--- config.mk ---
export PLATFORM = sky130hd
export DESIGN_NAME = keypad_scanner
export DESIGN_NICKNAME = d
export VERILOG_FILES = /design/src/rtl/keypad_scanner.sv
export SDC_FILE = /design/constraint.sdc
export NUM_CORES = 1
export LEC_CHECK = 0
export BUFFER_PORTS_ARGS = -buffer_cell sky130_fd_sc_hd__buf_2
export CORE_AREA = 4 4 89 66
export CTS_CLUSTER_DIAMETER = 60
export CTS_CLUSTER_SIZE = 14
export DETAILED_ROUTE_END_ITERATION = 7
export DIE_AREA = 0 0 93 70
export PLACE_DENSITY_LB_ADDON = 0.15
export SYNTH_ARGS = -nofsm -noshare
export SYNTH_HDL_FRONTEND = slang
export SYNTH_SLANG_ARGS = --single-unit
export TNS_END_PERCENT = 5
--- constraint.sdc ---
create_clock -name clk -period 3.82 [get_ports clk]
set_input_delay 0.573 -clock clk [delete_from_list [all_inputs] [get_ports clk]]
set_output_delay 0.573 -clock clk [all_outputs]
set_load 0.05 [all_outputs]
--- src/rtl/keypad_scanner.sv ---
// 4x4 matrix keypad scanner: drives one column low at a time, debounces a
// single-key press/release over column dwell samples and emits a hex key code.
module keypad_scanner #(
    parameter int SCAN_DIV     = 50000,
    parameter int DEBOUNCE_CNT = 20
) (
    input  logic       clk,
    input  logic       rst_n,
    input  logic [3:0] row,
    output logic [3:0] col,
    output logic [3:0] key,
    output logic       key_valid,
    output logic       key_down
);

    localparam int CW = (SCAN_DIV > 1) ? $clog2(SCAN_DIV) : 1;
    localparam int DW = $clog2(DEBOUNCE_CNT + 1);

    typedef enum logic [1:0] {
        SCAN      = 2'd0,
        DEB_PRESS = 2'd1,
        PRESSED   = 2'd2,
        DEB_REL   = 2'd3
    } state_t;

    state_t          state_q, state_d;
    logic [3:0]      sync1_q, srow_q;
    logic [CW-1:0]   div_q, div_d;
    logic [3:0]      col_q, col_d;
    logic [3:0]      pat_q, pat_d;
    logic [DW-1:0]   deb_q, deb_d;
    logic [3:0]      key_q, key_d;
    logic            key_valid_q, key_valid_d;
    logic            key_down_q, key_down_d;

    logic            sample;
    logic            rotate;
    logic            row_valid;
    logic [DW-1:0]   deb_inc;
    logic            deb_done;

    // Position of the single low bit in an active-low one-hot vector.
    function automatic logic [1:0] low_index(input logic [3:0] v);
        case (v)
            4'b1101: low_index = 2'd1;
            4'b1011: low_index = 2'd2;
            4'b0111: low_index = 2'd3;
            default: low_index = 2'd0;
        endcase
    endfunction

    function automatic logic [3:0] key_code(input logic [1:0] r, input logic [1:0] c);
        case ({r, c})
            4'h0: key_code = 4'h1;  4'h1: key_code = 4'h2;
            4'h2: key_code = 4'h3;  4'h3: key_code = 4'hA;
            4'h4: key_code = 4'h4;  4'h5: key_code = 4'h5;
            4'h6: key_code = 4'h6;  4'h7: key_code = 4'hB;
            4'h8: key_code = 4'h7;  4'h9: key_code = 4'h8;
            4'hA: key_code = 4'h9;  4'hB: key_code = 4'hC;
            4'hC: key_code = 4'hE;  4'hD: key_code = 4'h0;
            4'hE: key_code = 4'hF;  default: key_code = 4'hD;
        endcase
    endfunction

    assign sample    = (div_q == CW'(SCAN_DIV - 1));
    assign row_valid = (srow_q == 4'b1110) || (srow_q == 4'b1101) ||
                       (srow_q == 4'b1011) || (srow_q == 4'b0111);
    assign deb_inc   = deb_q + DW'(1);
    assign deb_done  = (deb_inc == DW'(DEBOUNCE_CNT));

    always_ff @(posedge clk) begin
        if (!rst_n) begin
            sync1_q     <= 4'hF;
            srow_q      <= 4'hF;
            div_q       <= '0;
            state_q     <= SCAN;
            col_q       <= 4'b1110;
            pat_q       <= 4'hF;
            deb_q       <= '0;
            key_q       <= 4'h0;
            key_valid_q <= 1'b0;
            key_down_q  <= 1'b0;
        end else begin
            sync1_q     <= row;
            srow_q      <= sync1_q;
            div_q       <= div_d;
            state_q     <= state_d;
            col_q       <= col_d;
            pat_q       <= pat_d;
            deb_q       <= deb_d;
            key_q       <= key_d;
            key_valid_q <= key_valid_d;
            key_down_q  <= key_down_d;
        end
    end

    always_comb begin
        state_d     = state_q;
        pat_d       = pat_q;
        deb_d       = deb_q;
        key_d       = key_q;
        key_valid_d = 1'b0;
        key_down_d  = key_down_q;
        rotate      = 1'b0;
        // Dwell wraps at every sample, so a column change always restarts it.
        div_d       = sample ? '0 : div_q + CW'(1);

        if (sample) begin
            case (state_q)
                SCAN: begin
                    if (row_valid) begin
                        pat_d   = srow_q;
                        deb_d   = DW'(1);
                        state_d = DEB_PRESS;
                    end else begin
                        rotate = 1'b1;
                    end
                end
                DEB_PRESS: begin
                    if (srow_q == pat_q) begin
                        deb_d = deb_inc;
                        if (deb_done) begin
                            key_d       = key_code(low_index(pat_q), low_index(col_q));
                            key_valid_d = 1'b1;
                            key_down_d  = 1'b1;
                            state_d     = PRESSED;
                        end
                    end else begin
                        state_d = SCAN;
                        rotate  = 1'b1;
                    end
                end
                PRESSED: begin
                    if (srow_q == 4'hF) begin
                        deb_d   = DW'(1);
                        state_d = DEB_REL;
                    end
                end
                DEB_REL: begin
                    if (srow_q == 4'hF) begin
                        deb_d = deb_inc;
                        if (deb_done) begin
                            key_down_d = 1'b0;
                            state_d    = SCAN;
                            rotate     = 1'b1;
                        end
                    end else begin
                        state_d = PRESSED;
                    end
                end
                default: state_d = SCAN;
            endcase
        end

        col_d = rotate ? {col_q[2:0], col_q[3]} : col_q;
    end

    assign col       = col_q;
    assign key       = key_q;
    assign key_valid = key_valid_q;
    assign key_down  = key_down_q;

endmodule

Word-level counts from Yosys, hierarchy flattened
Memories as Yosys holds them, arrays and structs flattened. A register that Yosys moved wholly into a read port is not among the register bits.
Index checks and enable logic that the tools add are counted.
{ "word_totals": {"reg_bits": 41, "mem_bits_ro": 64, "in_bits": 6, "output_inout_bits": 10, "word_cells": 84, "memories": 1} }
{ "memory_table": {"columns": ["memory", "words", "word_bits", "read_ports", "rd_clocked_by_memory_dff", "write_ports", "line", "source"], "rows": [
  ["(name not given)", 16, 4, 1, 1, 0, "53", "case ({r, c})"]
]} }
{ "op_classes": {"add_sub_neg": 2, "eq_ne": 25, "n_mux": 33, "n_bitwise": 1, "n_reduce_logical": 13} }
{ "op_table": {"columns": ["operator", "n"], "rows": [
  ["equality test 4 bit, second input constant", 8],
  ["two-way mux 2 bit", 14],
  ["two-way mux 5 bit", 4],
  ["one-hot mux 5 bit (4 select lines)", 1],
  ["adder 16 x 1 -> 16 bit, second input constant", 1],
  ["equality test 16 bit, second input constant", 1],
  ["equality test 4 x 3 -> 1 bit, second input constant", 3],
  ["inequality test 2 bit, second input constant", 6],
  ["one-hot mux 2 bit (3 select lines)", 2],
  ["AND reduction 5 bit", 2],
  ["two-way mux 1 bit", 9],
  ["one-hot mux 2 bit (4 select lines)", 1],
  ["AND reduction 4 bit", 2],
  ["inequality test 3 bit, second input constant", 2],
  ["AND reduction 6 bit", 1],
  ["adder 5 x 1 -> 5 bit, second input constant", 1],
  ["equality test 5 bit, second input constant", 1],
  ["equality test 2 bit, second input constant", 2],
  ["equality test 4 bit", 1],
  ["logical OR 1 bit", 3],
  ["one-hot mux 1 bit (3 select lines)", 1],
  ["AND reduction 3 bit", 1],
  ["equality test 2 x 1 -> 1 bit, second input constant", 1],
  ["logical NOT 2 bit", 1],
  ["other kinds (5)", 5]
]} }

Longest topological paths before layout
Gate-level depths: netlist (run 1).
{ "depth": {"depth_word": 7, "mapped_depth": 7, "depth_no_buf": 7} }

Worst setup path before layout (run 1)
No wires, ideal clock.
{ "synth_timing": {"path_kind": "flip-flop to flip-flop", "start": "register col_q[3], in the netlist col[3]", "end": "register key_q[1], in the netlist key[1]", "setup_time_ns": 0.092, "arrival_ns": 1.785, "required_ns": 3.728, "path_slack_ns": 1.943, "stages_incl_launch_ff": 7, "n_path_buf": 0, "period_less_slack_ns": 1.877, "cell_sequence": "dfxtp_1 > xor2_1 > and3_1 > inv_1 > ha_1 > o211a_1 > o32ai_1"} }
{ "synth_via": {"elab_chain_len": 6, "elab_cells_between_ends": 8, "cone_classes": "eq/ne: 3; mux: 5"} }
{ "synth_rtl": {"columns": ["element", "line", "source"], "rows": [
  ["start, declared", "29", "logic [3:0] col_q, col_d;"],
  ["start signal, assigned", "88", "col_q <= col_d;"],
  ["equality test 4 x 3 -> 1 bit / equality test 4 bit (equally long branches)", "44", "case (v)"],
  ["one-hot mux 2 bit (3 select lines) (*)", "44", null],
  ["two-way mux 2 bit (*)", "122", "if (deb_done) begin"],
  ["two-way mux 2 bit (*)", "120", "if (srow_q == pat_q) begin"],
  ["two-way mux 2 bit (*)", "109", "case (state_q)"],
  ["two-way mux 2 bit (*)", "108", "if (sample) begin"],
  ["end, declared", "32", "logic [3:0] key_q, key_d;"]
]} }
Every way passes the cells marked *; elsewhere a longest branch is shown, timed or not. The select of a mux whose other input is x is not followed.
A chain may end at the register's enable or synchronous reset.

Worst setup path after layout (run 1)
{ "layout_timing": {"start": "register deb_q[0]", "end": "register key_q[1], in the netlist key[1]"} }
{ "layout_via": {"elab_chain_len": 3} }
{ "layout_rtl": {"columns": ["element", "line", "source"], "rows": [
  ["start, declared", "31", "logic [DW-1:0] deb_q, deb_d;"],
  ["start signal, assigned", "79", "deb_q <= '0;"],
  ["start signal, assigned", "90", "deb_q <= deb_d;"],
  ["adder 5 x 1 -> 5 bit", "68", "assign deb_inc = deb_q + DW'(1);"],
  ["equality test 5 bit", "69", "assign deb_done = (deb_inc == DW'(DEBOUNCE_CNT));"],
  ["AND reduction 4 bit (no source line)", null, null]
]} }
No other way between the ends.

==> results of run 1 <==
==> cell type report <==
class,instances,share of cell area
multi-input cells,179,0.510
flip-flops and latches,45,0.372
well taps,72,0.0372
clock buffers,7,0.0356
repair buffers,15,0.0310
inverters,9,0.0139
==> worst max-delay path, delay by kind of cell (launching register included) <==
family | cells | cell delay (ns)
and+or+nand+nor | 4 | 1.19
AOI/OAI and AO/OA | 1 | 0.28
adders and majority gates | 1 | 0.21
DFF | 1 | 0.38
==> sequential cells by signal, indices dropped and copies added (netlist names) <==
register / cells
srow_q: 4
pat_q: 4
col: 4
key_valid: 1
div_q: 16
state_q: 2
key: 4
key_down: 1
deb_q: 5
sync1_q: 4
==> cells in the mapped netlist, types with 2 or more instances <==
cell type and n:
nor4_4 2, nand2b_1 10, a21oi_1 7, and4_1 2, a31oi_1 3, o21ai_0 5, and2_1 2, nand3_1 8
xnor2_1 8, clkbuf_1 7, nor4_1 2, and3_1 8, nand2_1 23, dfxtp_1 45, o211ai_1 8, nand4_1 8
a211oi_1 3, o211a_1 2, ha_1 7, nor2_1 19, inv_1 9, or3_1 3, mux2i_1 5, nor3b_1 2
xor2_1 13, a41o_1 2, nor3_1 5, nand4b_1 2
==> logic make-up (layout without fill, tap and decap cells) <==
group / after synthesis / in the layout
AND/OR/NAND/NOR: 102 / 102
XOR/XNOR: 21 / 21
buffers and inverters: 17 / 31
adder cells (fa/ha/maj): 7 / 7
AO/OA/AOI/OAI: 44 / 44
multiplexers: 5 / 5
flip-flops: 45 / 45
==> path summary, 6_finish.rpt <==
| path | slack, ns | cells past startpoint | start | to |
|---|---|---|---|---|
| max | 1.68 | 6 | deb_q[0] | key[1] |
| min | 0.41 | 1 | sync1_q[1] | srow_q[1] |
| max reg2reg | 1.68 | 6 | deb_q[0] | key[1] |
| min reg2reg | 0.41 | 1 | sync1_q[1] | srow_q[1] |
==> per-layer routing <==
layer / global-route usage / vias up
met5: 0 / -
met4: 0.0341 / 0
met2: 0.170 / 26
met3: 0.0388 / 4
li1: - / 896
met1: 0.226 / 773
==> where the power goes <==
| part | switching (mW) | internal, mW |
|---|---|---|
| sequential | 0.00774 | 0.476 |
| combinational | 0.0270 | 0.0148 |
| clock | 0.142 | 0.143 |
| total | 0.177 | 0.635 |
==> run metrics, run 1 <==
antenna-violating nets left=0; RSZ-0062 raised after global routing=no; Tmin final=2.14 ns; EDFF count, synth=0; startpoint types=register; area share of the largest cell type after synthesis=0.409; Setup TNS=0 ns; via/cell ratio=5.20; Worst Hold Class=register to register; post-synthesis async set-or-reset flop share=0; Netlist Area Pre-Place=0.00220 sq mm; Layout Skew=0.00765 ns; Worst EP arrival=2.34 ns; Max Cap Violations=0; routed wl met3=139 um; Clk pin slew, worst setup/hold paths=0.07 ns; leading cell type in the layout, fill and taps excluded=dfxtp_1; fin worst setup slack=1.68 ns; Post-Synth XOR/XNOR Area=0.0835; Die ar.=0.00651 sq mm; leading area contributor after synthesis=dfxtp_1; Most Frequent Cell on Critical Path=nand2_1; P per Cell Area=335 mW/mm^2; Worst Tran Pin Value=0.518 ns; number of global-route vias before repair=1,525; Yosys reg bits=45; commonest non-fill, non-tap cells in the layout=45 x dfxtp_1, 23 x nand2_1, 19 x nor2_1; post-DP HPWL=3020 um; DP Area=0.00234 sq mm; DR DRC count=0; Worst VDD drop=0.000208 V; fraction of the mapped netlist area in simple logic gates=0.268; hold slack=0.408 ns; Leak=0.979 nW; WL final=4260 um; Layout area overhead=10.0%; # hold bufs at CTS=0; H-tree lvl count=2; Die W=93 um; IO Port Bufs=15; mean post-synth cell area=9.14 sq um; post-synth net total=254; final cell count without fillers=327; Max Used Layer=met4; row cnt=22; Final setup viols=0; Setup crit end kind=register; Inst Count DP=320; Worst slew margin=0.655; post-synthesis mux area share=0.0227; Final Hold Vio Count=0; Compound-Gate Fraction of Synth Area=0.148; Routed WL per cell=13.0 um; largest net degree at the start of global routing=31; Starting Density=0.435; max-slew violations=0; Root Driver=clkbuf_8; Vias=1,699; Reg area=901 sq um; maximum clock path buffer count=2; CTS tree=yes; CP cell instances=ha_1 > nor4bb_1 > nand2_1 > nor4_4 > nand2_1 > o32ai_1; Multi-input gate area=0.00124 sq mm; Nets=268; CP max FO=8; Worst Path Class, Setup=register to register; fmax=467 MHz; outcome=finished clean; GRT Residual Overflow=0; Starting DRT DRC Count=96; M1 WL=2470 um; post-CTS setup repair buffer count=0; All-Layer GR Usage=0.138; layout cells sized above 1=0.0980; Max stage delay on crit path=0.47 ns; initial antenna violation count=0; CTS resizes=0; total clock sinks=45; first-pass GRT wire length=7300 um; synth warn=0; post-synthesis adder-cell area fraction=0.0398; Routability Congestion=0.793; ANT cells=0; io pins=16; Die Y=70 um; slowest cell on the critical path=nor4bb_1; dpl ws=1.69 ns; largest family of logic cells by synthesized area=simple AND/OR/NAND/NOR gates; final worst-path cycle share=0.561; cts bufs inserted=5; post-synthesis sequential area ratio=0.409; iteration count of the initial detailed-routing pass=4; final instance area=0.00242 sq mm; fillers=512; Synth Flop Type=dfxtp_1; total power=812 uW; routed wl met2=1610 um; Layout Utilization=0.478; Post-Syn Instances=241; clk_lat worst skew=0.29 ns; post-synth cell types=49; Core ar.=0.00506 sq mm; Area contributors post-synth=dfxtp_1 41%, xor2_1 5.2%, ha_1 4.0%, nand2_1 3.9%, nor2_1 3.2%; Crit path required time=4.02 ns
(Power assumes the default switching activity.)
==> inputs of run 2 (changes only) <==
clock period = 1.88 ns   (was 3.82 ns; I/O delays follow)
==> run 2 against run 1 <==
  * Cell area rose by 9.1%
  * Maximum frequency rose by 22%
  * Largest cell class unchanged
  * Clock skew fell by 0.0031 ns
  * Sequential power rose by 100%
  * Critical path depth fell by 1
  * Worst setup slack got worse by 1.5 ns
  * Cell count rose by 7.6%
  * Global-route usage rose by 0.94 points
  * Critical endpoint is now deb_q[1]
  * Sequential share of layout area fell by 3.1 points
==> run metrics, run 2 (synthesis gave the netlist of run 1 again) <==
outcome=finished clean; maximum clock path buffer count=2; commonest non-fill, non-tap cells in the layout=45 x dfxtp_1, 25 x buf_4, 23 x nand2_1; All-Layer GR Usage=0.147; first-pass GRT wire length=7860 um; clock power share=0.394; antenna-violating nets left=0; Root Driver=clkbuf_8; Clk pin slew, worst setup/hold paths=0.08 ns; Worst slew margin=0.723; WL final=4470 um; cts bufs inserted=5; max-slew violations=0; clk_lat worst skew=0.29 ns; RSZ-0062 raised after global routing=no; largest net degree at the start of global routing=17; initial antenna violation count=0; Tmin final=1.75 ns; register with the most flip-flops=div_q; CP cell instances=and4_1 > nand2_1 > a221oi_2 > nand2_1 > a32o_1; part of the power in combinational logic=0.059; Worst EP arrival=1.95 ns; Final setup viols=0; ANT cells=0; CTS tree=yes; Vias=1,791; Starting DRT DRC Count=122; max FFs per register=16; Leak=1.12 nW; Net Switching=390 uW; via/cell ratio=5.09; Nets=293; iteration count of the initial detailed-routing pass=4; hold slack=0.165 ns; Setup TNS=0 ns; final worst-path cycle share=0.932; H-tree lvl count=2; row cnt=22; Starting Density=0.435; post-DP HPWL=3340 um; IO Port Bufs=15; CTS resizes=0; Routed WL per cell=12.7 um; sw frac=0.218; total clock sinks=45; post-CTS setup repair buffer count=0; Final Hold Vio Count=0; Layout area overhead=20.0%; Die W=93 um; CP max FO=6; layout cells sized above 1=0.186; Worst Tran Pin Value=0.412 ns; Worst Hold Class=primary input to register; slowest cell on the critical path=dfxtp_1; Die Y=70 um; Most Frequent Cell on Critical Path=nand2_1; Worst VDD drop=0.000478 V; Core ar.=0.00506 sq mm; DR DRC count=0; Routability Congestion=0.810; # hold bufs at CTS=0; io pins=16; Max stage delay on crit path=0.46 ns; leading cell type in the layout, fill and taps excluded=dfxtp_1; Flop pwr share=0.547; Largest regs=div_q: 16 flops, deb_q: 5 flops; Crit path required time=2.07 ns; fmax=571 MHz; GRT Residual Overflow=0; Max Cap Violations=0; startpoint types=register; Worst Path Class, Setup=register to register; P per Cell Area=677 mW/mm^2; Setup crit end kind=register; Pint=1.40 mW; Layout Utilization=0.522; Layout Skew=0.00454 ns; number of global-route vias before repair=1,642; Die ar.=0.00651 sq mm
-- run 2: cell count changes in the layout (fill, tap and decap cells not counted) --
cell / before / now
clkinv_2: 0 / 1
bufinv_16: 0 / 1
clkbuf_8: 6 / 5
clkbuf_1: 1 / 0
buf_4: 0 / 25
nor4bb_1: 1 / 0
nor4bb_4: 0 / 1
-- run 2: power by group through the flow --
stage                     logic, mW  clock network, mW  registers [mW]
after floorplan              0.0578                  0            1.01
after global placement        0.108                  0            1.00
after detailed placement      0.107                  0            1.00
after CTS                     0.107              0.731           0.979
after global routing          0.118              0.763           0.982
final                         0.106              0.705           0.979
-- run 2: cell type report --
| class | count | area, sq um |
|---|---|---|
| Inverter | 9 | 33.8 |
| Clock inverter | 2 | 35.0 |
| Clock buffer | 5 | 68.8 |
| Tap cell | 72 | 90.1 |
| Timing Repair Buffer | 40 | 263 |
| Multi-Input combinational cell | 179 | 1250 |
| Fill cell | 512 | 2420 |
| Sequential cell | 45 | 901 |
-- run 2: worst paths after layout --
kind                    from         end  slack [ns]  depth (start not counted)
setup / recovery   srow_q[1]    deb_q[1]        0.13                          5
hold / removal        row[0]  sync1_q[0]        0.17                          2
setup reg to reg   srow_q[1]    deb_q[1]        0.13                          5
hold reg to reg   sync1_q[2]   srow_q[2]        0.41                          1
-- run 2: metal layers --
layer  wire, um  up-vias  global-route usage
li1           -      947                   -
met1       2540      801               0.228
met2       1660       38               0.197
met3        215        5              0.0366
met4         53        0              0.0439
met5          0        -                   0
-- run 2: critical path: cells and delay by family (launching register included) --
family | cells | cell delay [ns]
flops | 1 | 0.46
simple gates | 3 | 0.52
compound gates | 2 | 0.67
-- run 2: stage by stage --
step / std cells / setup slack (ns) / total power [mW] / area [sq um]
after global placement: 345 / 0.117 / 1.11 / 2520
after CTS: 352 / 0.0130 / 1.82 / 2630
after detailed placement: 345 / 0.0330 / 1.11 / 2520
after global routing: 352 / 0.00912 / 1.86 / 2640
after floorplan: 241 / 0.00288 / 1.07 / 2200
final: 352 / 0.128 / 1.79 / 2640
